`src/rtl/mano_timing_gen.sv`:
```
// Timing-and-control generator for the MANO control unit.
// Holds the sequence counter (SC) and a latched opcode register, and
// decodes them into one-hot T and D strobes for the control logic.
module mano_timing_gen #(
  parameter int unsigned SC_W   = 4,
  parameter int unsigned OP_W   = 3,
  parameter int unsigned SC_MAX = 2**SC_W - 1
) (
  input  logic                 clk,
  input  logic                 rst_n,
  input  logic                 run,
  input  logic                 sc_clr,
  input  logic                 sc_inc,
  input  logic                 op_ld,
  input  logic [OP_W-1:0]      op_in,
  output logic [SC_W-1:0]      sc,
  output logic [2**SC_W-1:0]   t,
  output logic [2**OP_W-1:0]   d,
  output logic                 wrap
);

  localparam int unsigned N_T = 2**SC_W;
  localparam int unsigned N_D = 2**OP_W;
  localparam logic [SC_W-1:0] SC_TOP = SC_W'(SC_MAX);

  logic [OP_W-1:0] op_q;

  // Sequence counter: clear beats freeze beats increment; wrap pulses only
  // on a terminal-count increment.
  always_ff @(posedge clk) begin
    if (!rst_n) begin
      sc   <= '0;
      wrap <= 1'b0;
    end else begin
      wrap <= 1'b0;
      if (sc_clr) begin
        sc <= '0;
      end else if (run && sc_inc) begin
        if (sc == SC_TOP) begin
          sc   <= '0;
          wrap <= 1'b1;
        end else begin
          sc <= sc + 1'b1;
        end
      end
    end
  end

  // Opcode register: loads independently of run and the counter controls.
  always_ff @(posedge clk) begin
    if (!rst_n) begin
      op_q <= '0;
    end else if (op_ld) begin
      op_q <= op_in;
    end
  end

  // Timing decode straight off the registered count, no extra latency.
  always_comb begin
    t = '0;
    for (int unsigned k = 0; k < N_T; k++) begin
      t[k] = (sc == SC_W'(k));
    end
  end

  // Opcode decode of the latched opcode.
  always_comb begin
    d = '0;
    for (int unsigned k = 0; k < N_D; k++) begin
      d[k] = (op_q == OP_W'(k));
    end
  end

endmodule
```
`config.mk`:
```
export PLATFORM = sky130hd
export DESIGN_NAME = mano_timing_gen
export DESIGN_NICKNAME = d
export VERILOG_FILES = /design/src/rtl/mano_timing_gen.sv
export SDC_FILE = /design/constraint.sdc
export NUM_CORES = 1
export LEC_CHECK = 0
export BUFFER_PORTS_ARGS = -buffer_cell sky130_fd_sc_hd__buf_4
export CAP_MARGIN = 20
export CORE_UTILIZATION = 30
export DETAILED_ROUTE_END_ITERATION = 10
export MAX_ROUTING_LAYER = met4
export PLACE_DENSITY = 0.68
export SYNTH_ARGS = -nofsm -noshare
export SYNTH_HDL_FRONTEND = slang
export SYNTH_SLANG_ARGS = --single-unit
export TNS_END_PERCENT = 5
```
`constraint.sdc`:
```
create_clock -name clk -period 1.8 [get_ports clk]
set_clock_uncertainty 0.1 [all_clocks]
set_input_delay 0.09 -clock clk [delete_from_list [all_inputs] [get_ports clk]]
set_output_delay 0.09 -clock clk [all_outputs]
set_load 0.01 [all_outputs]
```
==> flow_metrics.tcl, run 1 <==
set metrics [dict create \
    status "complete, no violations" \
    cts-buffers-inserted 3 \
    ant_nets 0 \
    leakage_nw 0.457 \
    cts_tree "done" \
    drc_errors 0 \
    layout-drive-gt1-share 0.380 \
    ys_seq_area_frac 0.294 \
    switching_share 0.241 \
    gpl.final_weighted_congestion 0.810 \
    grt_max_degree 11 \
    grt_util_met2 0.185 \
    r2r_end "sc[0]$_SDFFE_PP0P_" \
    fmax_mhz 642 \
    yosysMostFrequentCell "and2_1" \
    slew_headroom 0.797 \
    period_needed_ps 1560 \
    fillers 171 \
    cts_setup_buffers 0 \
    synth_area_um2 544 \
    grt_overflow 0 \
    final_nets 123 \
    first_global_vias 449 \
    drt_iter0_drc 14 \
    grtUsageMet3 0.0245 \
    gr-usage-met1 0.209 \
    multi_input_comb_area_um2 362 \
    clockBufferDepth 2 \
    cp.required_ps 1610 \
    dp_hpwl_mm 1.03 \
    yosys-top-cells-area "dfxtp_1, and2_1, ha_1" \
    p_int_mw 0.297 \
    synth_top_area_share 0.294 \
    yosysWarnings 0 \
    clk_latency_ps 250 \
    wirelength_mm 1.33 \
    die_h_um 44.6 \
    wl_per_cell_um 10.0 \
    synthToLayoutAreaGrowth_pct 62.5 \
    core_um2 1710 \
    port_buffers 37 \
    antenna_found_initial 0 \
    holdWs_ps 8.63 \
    io_pins 38 \
    syn_inst 67 \
    netlist_top_cells_count "and2_1, dfxtp_1, nor2b_1" \
    p_comb_frac 0.165 \
    initial_utilization 0.319 \
    grt_pass1_wl_mm 2.03 \
    ff2ff_setup_slack_ps 340 \
    synth-edff-count 0 \
    grt_setup_unrepaired "no" \
    synth-async-reset-ratio 0 \
    crit_arrival_ps 1370 \
    min_period_over_period 0.865 \
    ys_ff_latch 8 \
    synth_nets 80 \
    maxCapViolations 0 \
    ctsResizeCount 0 \
    seqCellArea_um2 160 \
    clk_pin_slew_ps 50 \
    track_usage 0.138 \
    r2r_start "sc[0]$_SDFFE_PP0P_" \
    hold_buffers 2 \
    criticalPathCategory "reg -> out" \
    cts_sinks 8 \
    yosysUniqueCellTypes 21 \
    hold_path_class "in -> reg" \
    n_antenna_cell 0 \
    h-tree-depth 1 \
    timing_hold_violations_final 0 \
    ir_worst_vdd_uv 334 \
    endpoint "t[12]" \
    die_area_um2 1990 \
    grt_busiest_layer "met1" \
    synth_ff_type "dfxtp_1" \
    avgSynthCellArea_um2 8.12 \
    utilization 0.518 \
    dieWidth_um 44.6 \
    yosys.area.top_type "dfxtp_1" \
    cts-root-buf "clkbuf_4" \
    via_per_inst 4.40 \
    maxSlewViolCount 0 \
    clkPwrFrac 0.346 \
    worstMarginPinSlew_ps 304 \
    cp-start-kind "flop" \
    setup-violations-final 0 \
    cp-end-kind "output pin" \
    power.switching_mw 0.0942 \
    tns_ps 0 \
    power_frac_seq 0.489 \
    core.rowCount 15 \
    power.density_nw_per_um2 442 \
    crit_path_max_fanout 7 \
    num_vias 585 \
    dr.pass1.iters 4 \
    worst-r2r-cell-count 5 \
    crit_start "sc[0]$_SDFFE_PP0P_" \
]
## logic make-up after synthesis
group,after synthesis,synth area share
simple gates,42,0.455
flops,8,0.294
compound gates,5,0.0460
buf+inv,4,0.0414
fa+ha+maj,4,0.0920
mux,3,0.0552
xor+xnor,1,0.0161
## state kept, by name, indices dropped and copies added (netlist names)
| register | cells |
|---|---|
| op_q | 3 |
| sc | 4 |
| wrap | 1 |
## layer usage
layer  up-vias  share of wire
met5         -              0
met4         0              0
met3         0          0.035
met2        10           0.47
met1       265           0.50
li1        310              -
## critical path, cell delays in order (launching register included)
cell	delay, ps
dfxtp_1	430
inv_1	120
ha_1	250
and3_1	190
buf_4	140
## layout make-up
cell class | count | area share
timing repair buffer | 39 | 0.337
tap | 25 | 0.0354
inverter | 3 | 0.0127
multi-input combinational | 55 | 0.409
sequential | 8 | 0.181
clock buffer | 3 | 0.0255
## stage by stage
stage	cell area, um^2	cells	setup slack (ps)	power [mW]
floorplan	544	67	384	0.219
global placement	842	128	408	0.255
detailed placement	842	128	361	0.256
CTS	885	133	236	0.399
global route	885	133	125	0.414
finish	885	133	242	0.391
## layout by cell type, fill, tap and decap left out, types with 2 or more instances in the layout
cell type and count:
a21oi_1 4, ha_1 4, dlygate4sd3_1 2, nand2_1 4, clkbuf_4 3, and3b_1 2
nor2_1 3, mux2i_1 3, nand3_1 4, inv_1 2, nor3b_1 3, nor3_1 2
and3_1 4, nor2b_1 5, buf_4 37, and2_1 12, dfxtp_1 8
## power groups by stage
stage | clock network, mW | logic, mW | registers [mW]
2_1_floorplan | 0 | 0.0258 | 0.193
6_report | 0.135 | 0.0644 | 0.191
3_5_place_dp | 0 | 0.0612 | 0.195
5_1_grt | 0.151 | 0.0707 | 0.193
4_1_cts | 0.143 | 0.0650 | 0.191
3_3_place_gp | 0 | 0.0612 | 0.194
## how the worst min path moves through the flow
stage | start | to | slack [ps] | depth (start not counted)
3_3_place_gp | rst_n | op_q[1]$_SDFFE_PN0P_ | 240 | 2
5_1_grt | op_in[1] | op_q[1]$_SDFFE_PN0P_ | 30 | 3
4_1_cts | op_in[0] | op_q[0]$_SDFFE_PN0P_ | 7 | 3
2_1_floorplan | rst_n | op_q[0]$_SDFFE_PN0P_ | 120 | 1
6_report | op_in[0] | op_q[0]$_SDFFE_PN0P_ | 9 | 3
3_5_place_dp | rst_n | op_q[2]$_SDFFE_PN0P_ | 240 | 2
No activity file was read; power rests on OpenSTA's default activity.
==> run 2, diff against run 1 <==
- CELL_PAD_IN_SITES_DETAIL_PLACEMENT: not set -> 1
- CELL_PAD_IN_SITES_GLOBAL_PLACEMENT: not set -> 1
- CORE_ASPECT_RATIO: not set -> 1.5
- CORE_UTILIZATION: 30 -> 26
- PLACE_DENSITY: 0.68 -> not set
- PLACE_DENSITY_LB_ADDON: not set -> 0.1
==> run 2 against run 1 <==
Utilization down 6.1 points; combinational power decreased by 3%; register-to-register slack about the same; cell area down 1.7%; critical path depth is the same; highest routed layer is now met4; clock power is essentially flat; count of clock-buffer cells in the layout unchanged.
==> flow_metrics.tcl, run 2 (synthesis gave the netlist of run 1 again) <==
set metrics [dict create \
    status "complete, no violations" \
    grt_pass1_wl_mm 2.38 \
    slew_headroom 0.797 \
    setup-violations-final 0 \
    synthToLayoutAreaGrowth_pct 59.8 \
    ir_worst_vdd_uv 362 \
    num_vias 611 \
    timing_hold_violations_final 0 \
    power.density_nw_per_um2 447 \
    clk_pin_slew_ps 60 \
    dieWidth_um 39.4 \
    cp-end-kind "output pin" \
    dp_hpwl_mm 1.18 \
    gpl.final_weighted_congestion 0.697 \
    grt_overflow 0 \
    regMostFlops "sc" \
    largest_reg_flops 4 \
    multi_input_comb_area_um2 362 \
    pre_cts_slack_ps 343 \
    hold_path_class "in -> reg" \
    n_antenna_cell 0 \
    h-tree-depth 1 \
    drt_iter0_drc 8 \
    cp.required_ps 1610 \
    dpl.cell_count 124 \
    cts-buffers-inserted 3 \
    slowest_delay_ps 440 \
    track_usage 0.152 \
    criticalPathCategory "reg -> out" \
    holdWs_ps 11.4 \
    dr.pass1.iters 4 \
    r2r_start "sc[0]$_SDFFE_PP0P_" \
    grt_max_degree 11 \
    layout.cells.non_filler 128 \
    top_regs "sc: 4 flops, op_q: 3 flops, wrap: 1 flops" \
    wirelength_mm 1.49 \
    final_nets 122 \
    grt_setup_unrepaired "no" \
    mostFrequentLayoutCells "buf_4, and2_1, dfxtp_1" \
    ant_nets 0 \
    fmax_mhz 634 \
    cts_sinks 8 \
    seqCellArea_um2 160 \
    path_buf_inv 2 \
    cp-start-kind "flop" \
    min_period_over_period 0.876 \
    worstMarginPinSlew_ps 305 \
    tns_ps 0 \
    die_h_um 58.0 \
    die_area_um2 2280 \
    crit_start "sc[0]$_SDFFE_PP0P_" \
    maxCapViolations 0 \
    port_buffers 37 \
    setup_slack_ps 223 \
    period_needed_ps 1580 \
    initial_utilization 0.286 \
    cts_tree "done" \
    layout-drive-gt1-share 0.383 \
    leakage_nw 0.451 \
    ctsResizeCount 0 \
    wl_per_cell_um 11.6 \
    crit_path_max_fanout 7 \
    drc_errors 0 \
    core.rowCount 19 \
    clk_latency_ps 250 \
    crit_chain "inv_1 -> ha_1 -> and3_1 -> buf_4" \
    maxSlewViolCount 0 \
    fillers 247 \
    cts-root-buf "clkbuf_4" \
    io_pins 38 \
    crit_slowest_cell "dfxtp_1" \
    critPathTopFamily "flip-flops" \
    crit_arrival_ps 1390 \
    via_per_inst 4.77 \
    clockBufferDepth 2 \
    antenna_found_initial 0 \
    worstHoldStart "op_in[1]" \
    layout_commonest_cell "buf_4" \
    first_global_vias 567 \
    core_um2 1900 \
]
[run 2: power breakdown]
group	internal [mW]	total [mW]	switching, mW	leakage, nW
Combinational	0.0372	0.0627	0.0255	0.372
Sequential	0.182	0.192	0.00939	0.0651
Clock	0.0761	0.134	0.0583	0.0138
Total	0.296	0.389	0.0932	0.451
[run 2: layout make-up]
| class | instances | share of cell area |
|---|---|---|
| timing repair buffer | 38 | 0.331 |
| tap | 21 | 0.0302 |
| multi-input combinational | 55 | 0.416 |
| sequential | 8 | 0.184 |
| inverter | 3 | 0.0129 |
| clock buffer | 3 | 0.0259 |
[run 2: path summary, 6_finish.rpt]
path,end,slack (ps),cells after the start
worst min register to register,sc[1]$_SDFFE_PP0P_,440,2
worst min-delay path,op_q[1]$_SDFFE_PN0P_,10,3
worst max-delay path,t[14],220,4
worst max register to register,sc[0]$_SDFFE_PP0P_,330,5
[run 2: what timing repair did]
action,CTS,global route
buffers inserted,0,0
hold buffers,1,0
hold endpoints to repair,3,0
[run 2: routing by layer]
metal | vias to the layer above | global-route usage | part of all wire
li1 | 309 | - | -
met5 | - | - | 0
met1 | 274 | 0.166 | 0.42
met3 | 5 | 0.0115 | 0.040
met4 | 0 | 0.0887 | 0.023
met2 | 23 | 0.257 | 0.51
[run 2: stage by stage]
stage | area [um^2] | power (mW) | utilization
2_1_floorplan | 544 | 0.219 | -
3_3_place_gp | 837 | 0.256 | 0.440
3_5_place_dp | 837 | 0.257 | 0.440
4_1_cts | 870 | 0.398 | 0.457
5_1_grt | 870 | 0.408 | 0.457
6_report | 870 | 0.389 | 0.457
[run 2: worst min-delay path: stages]
cell and delay, ps:
buf_4 70, mux2i_1 60, nor2b_1 100
==> run 3, diff against run 2 <==
- GPL_TIMING_DRIVEN: not set -> 1
- MAX_ROUTING_LAYER: met4 -> not set
==> run 3 against run 2 <==
Sequential share of layout area is the same; setup slack is essentially flat; via count shrank 0.49%; utilization is the same; critical path depth is the same; total power is essentially flat; wire length grew 0.74%; clock power is essentially flat; count of clock-buffer cells in the layout is the same; non-clock buffer count is the same; largest power group unchanged.
==> flow_metrics.tcl, run 3 (synthesis gave the netlist of run 1 again) <==
set metrics [dict create \
    crit_chain "inv_1 -> ha_1 -> and3_1 -> buf_4" \
    gpl.final_weighted_congestion 0.690 \
    clockBufferDepth 2 \
    clk_latency_ps 250 \
    dieWidth_um 39.4 \
    grt_setup_unrepaired "no" \
    ir_worst_vdd_uv 362 \
    slowest_delay_ps 440 \
    largest_reg_flops 4 \
    die_area_um2 2280 \
    status "complete, no violations" \
    layout-drive-gt1-share 0.383 \
    layout.cells.non_filler 128 \
    ctsResizeCount 0 \
    crit_arrival_ps 1390 \
    n_antenna_cell 0 \
    dp_hpwl_mm 1.18 \
    mostFrequentLayoutCells "buf_4, and2_1, dfxtp_1" \
    dpl.cell_count 124 \
    cts-root-buf "clkbuf_4" \
    path_buf_inv 2 \
    slew_headroom 0.794 \
    setup_slack_ps 223 \
    cp-end-kind "output pin" \
    setup-violations-final 0 \
    num_vias 608 \
    core_um2 1900 \
    clk_pin_slew_ps 60 \
    via_per_inst 4.75 \
    power_mw 0.389 \
    power.switching_mw 0.0933 \
    regMostFlops "sc" \
    pre_cts_slack_ps 343 \
    dr.pass1.iters 3 \
    cts_tree "done" \
    h-tree-depth 1 \
    final_nets 122 \
    cp-start-kind "flop" \
    port_buffers 37 \
    crit_path_max_fanout 7 \
    criticalPathCategory "reg -> out" \
    power.density_nw_per_um2 447 \
    switching_share 0.240 \
    top_regs "sc: 4 flops, op_q: 3 flops, wrap: 1 flops" \
    ant_nets 0 \
    wl_per_cell_um 11.7 \
    min_period_over_period 0.876 \
    period_needed_ps 1580 \
    ff2ff_setup_slack_ps 330 \
    cts-buffers-inserted 3 \
    grt_pass1_wl_mm 2.38 \
    track_usage 0.148 \
    tns_ps 0 \
    first_global_vias 567 \
    leakage_nw 0.451 \
    grt_overflow 0 \
    io_pins 38 \
    timing_hold_violations_final 0 \
    drt_iter0_drc 8 \
    worstMarginPinSlew_ps 309 \
    maxCapViolations 0 \
    drc_errors 0 \
    utilization 0.457 \
    clkPwrFrac 0.346 \
    die_h_um 58.0 \
    critPathTopFamily "flip-flops" \
    fmax_mhz 634 \
    core.rowCount 19 \
    p_int_mw 0.296 \
    cts_sinks 8 \
    antenna_found_initial 0 \
    power_frac_seq 0.493 \
    maxSlewViolCount 0 \
    fillers 247 \
    hold_path_class "in -> reg" \
    initial_utilization 0.286 \
    crit_slowest_cell "dfxtp_1" \
    cp.required_ps 1610 \
    synthToLayoutAreaGrowth_pct 59.8 \
    p_comb_frac 0.162 \
    grt_max_degree 11 \
    layout_commonest_cell "buf_4" \
    wirelength_mm 1.50 \
]
## run 3: cell counts in the layout (fill, tap and decap cells not counted)
Identical to the previous run, type by type.
## run 3: cell type report
type,count,area [um^2],share of cell area
Timing Repair Buffer,38,288,0.331
Multi-Input combinational cell,55,362,0.416
Inverter,3,11.3,0.0129
Sequential cell,8,160,0.184
Clock buffer,3,22.5,0.0259
Tap cell,21,26.3,0.0302
## run 3: repair_timing
item / CTS / global route
setup buffers: 0 / 0
hold buffers: 1 / 0
endpoints found under the hold margin: 3 / 0
## run 3: power by group through the flow
stage | combinational (mW) | sequential (mW) | clock [mW]
5_1_grt | 0.0682 | 0.193 | 0.146
4_1_cts | 0.0635 | 0.191 | 0.143
6_report | 0.0628 | 0.192 | 0.134
2_1_floorplan | 0.0258 | 0.193 | 0
3_3_place_gp | 0.0616 | 0.195 | 0
3_5_place_dp | 0.0615 | 0.195 | 0
## run 3: tightest hold or removal path, cell delays in order
cell	delay, ps
buf_4	70
mux2i_1	60
nor2b_1	100
## run 3: worst paths after layout
kind,from,to,cells past startpoint
max,sc[0]$_SDFFE_PP0P_,t[14],4
min,op_in[1],op_q[1]$_SDFFE_PN0P_,3
max reg2reg,sc[0]$_SDFFE_PP0P_,sc[0]$_SDFFE_PP0P_,5
min reg2reg,sc[1]$_SDFFE_PP0P_,sc[1]$_SDFFE_PP0P_,2
## run 3: per-stage QoR
step | area [um^2] | hold WS, ps
after floorplan | 544 | 118
after global placement | 837 | 231
after detailed placement | 837 | 234
after CTS | 870 | 2.18
after global routing | 870 | 31.0
final | 870 | 11.6
## run 3: per-layer routing
| layer | global-route usage | vias up | wire (um) |
|---|---|---|---|
| li1 | - | 309 | - |
| met1 | 0.159 | 273 | 618 |
| met2 | 0.257 | 22 | 771 |
| met3 | 0.0230 | 4 | 87 |
| met4 | 0.0887 | 0 | 22 |
| met5 | 0 | - | 0 |
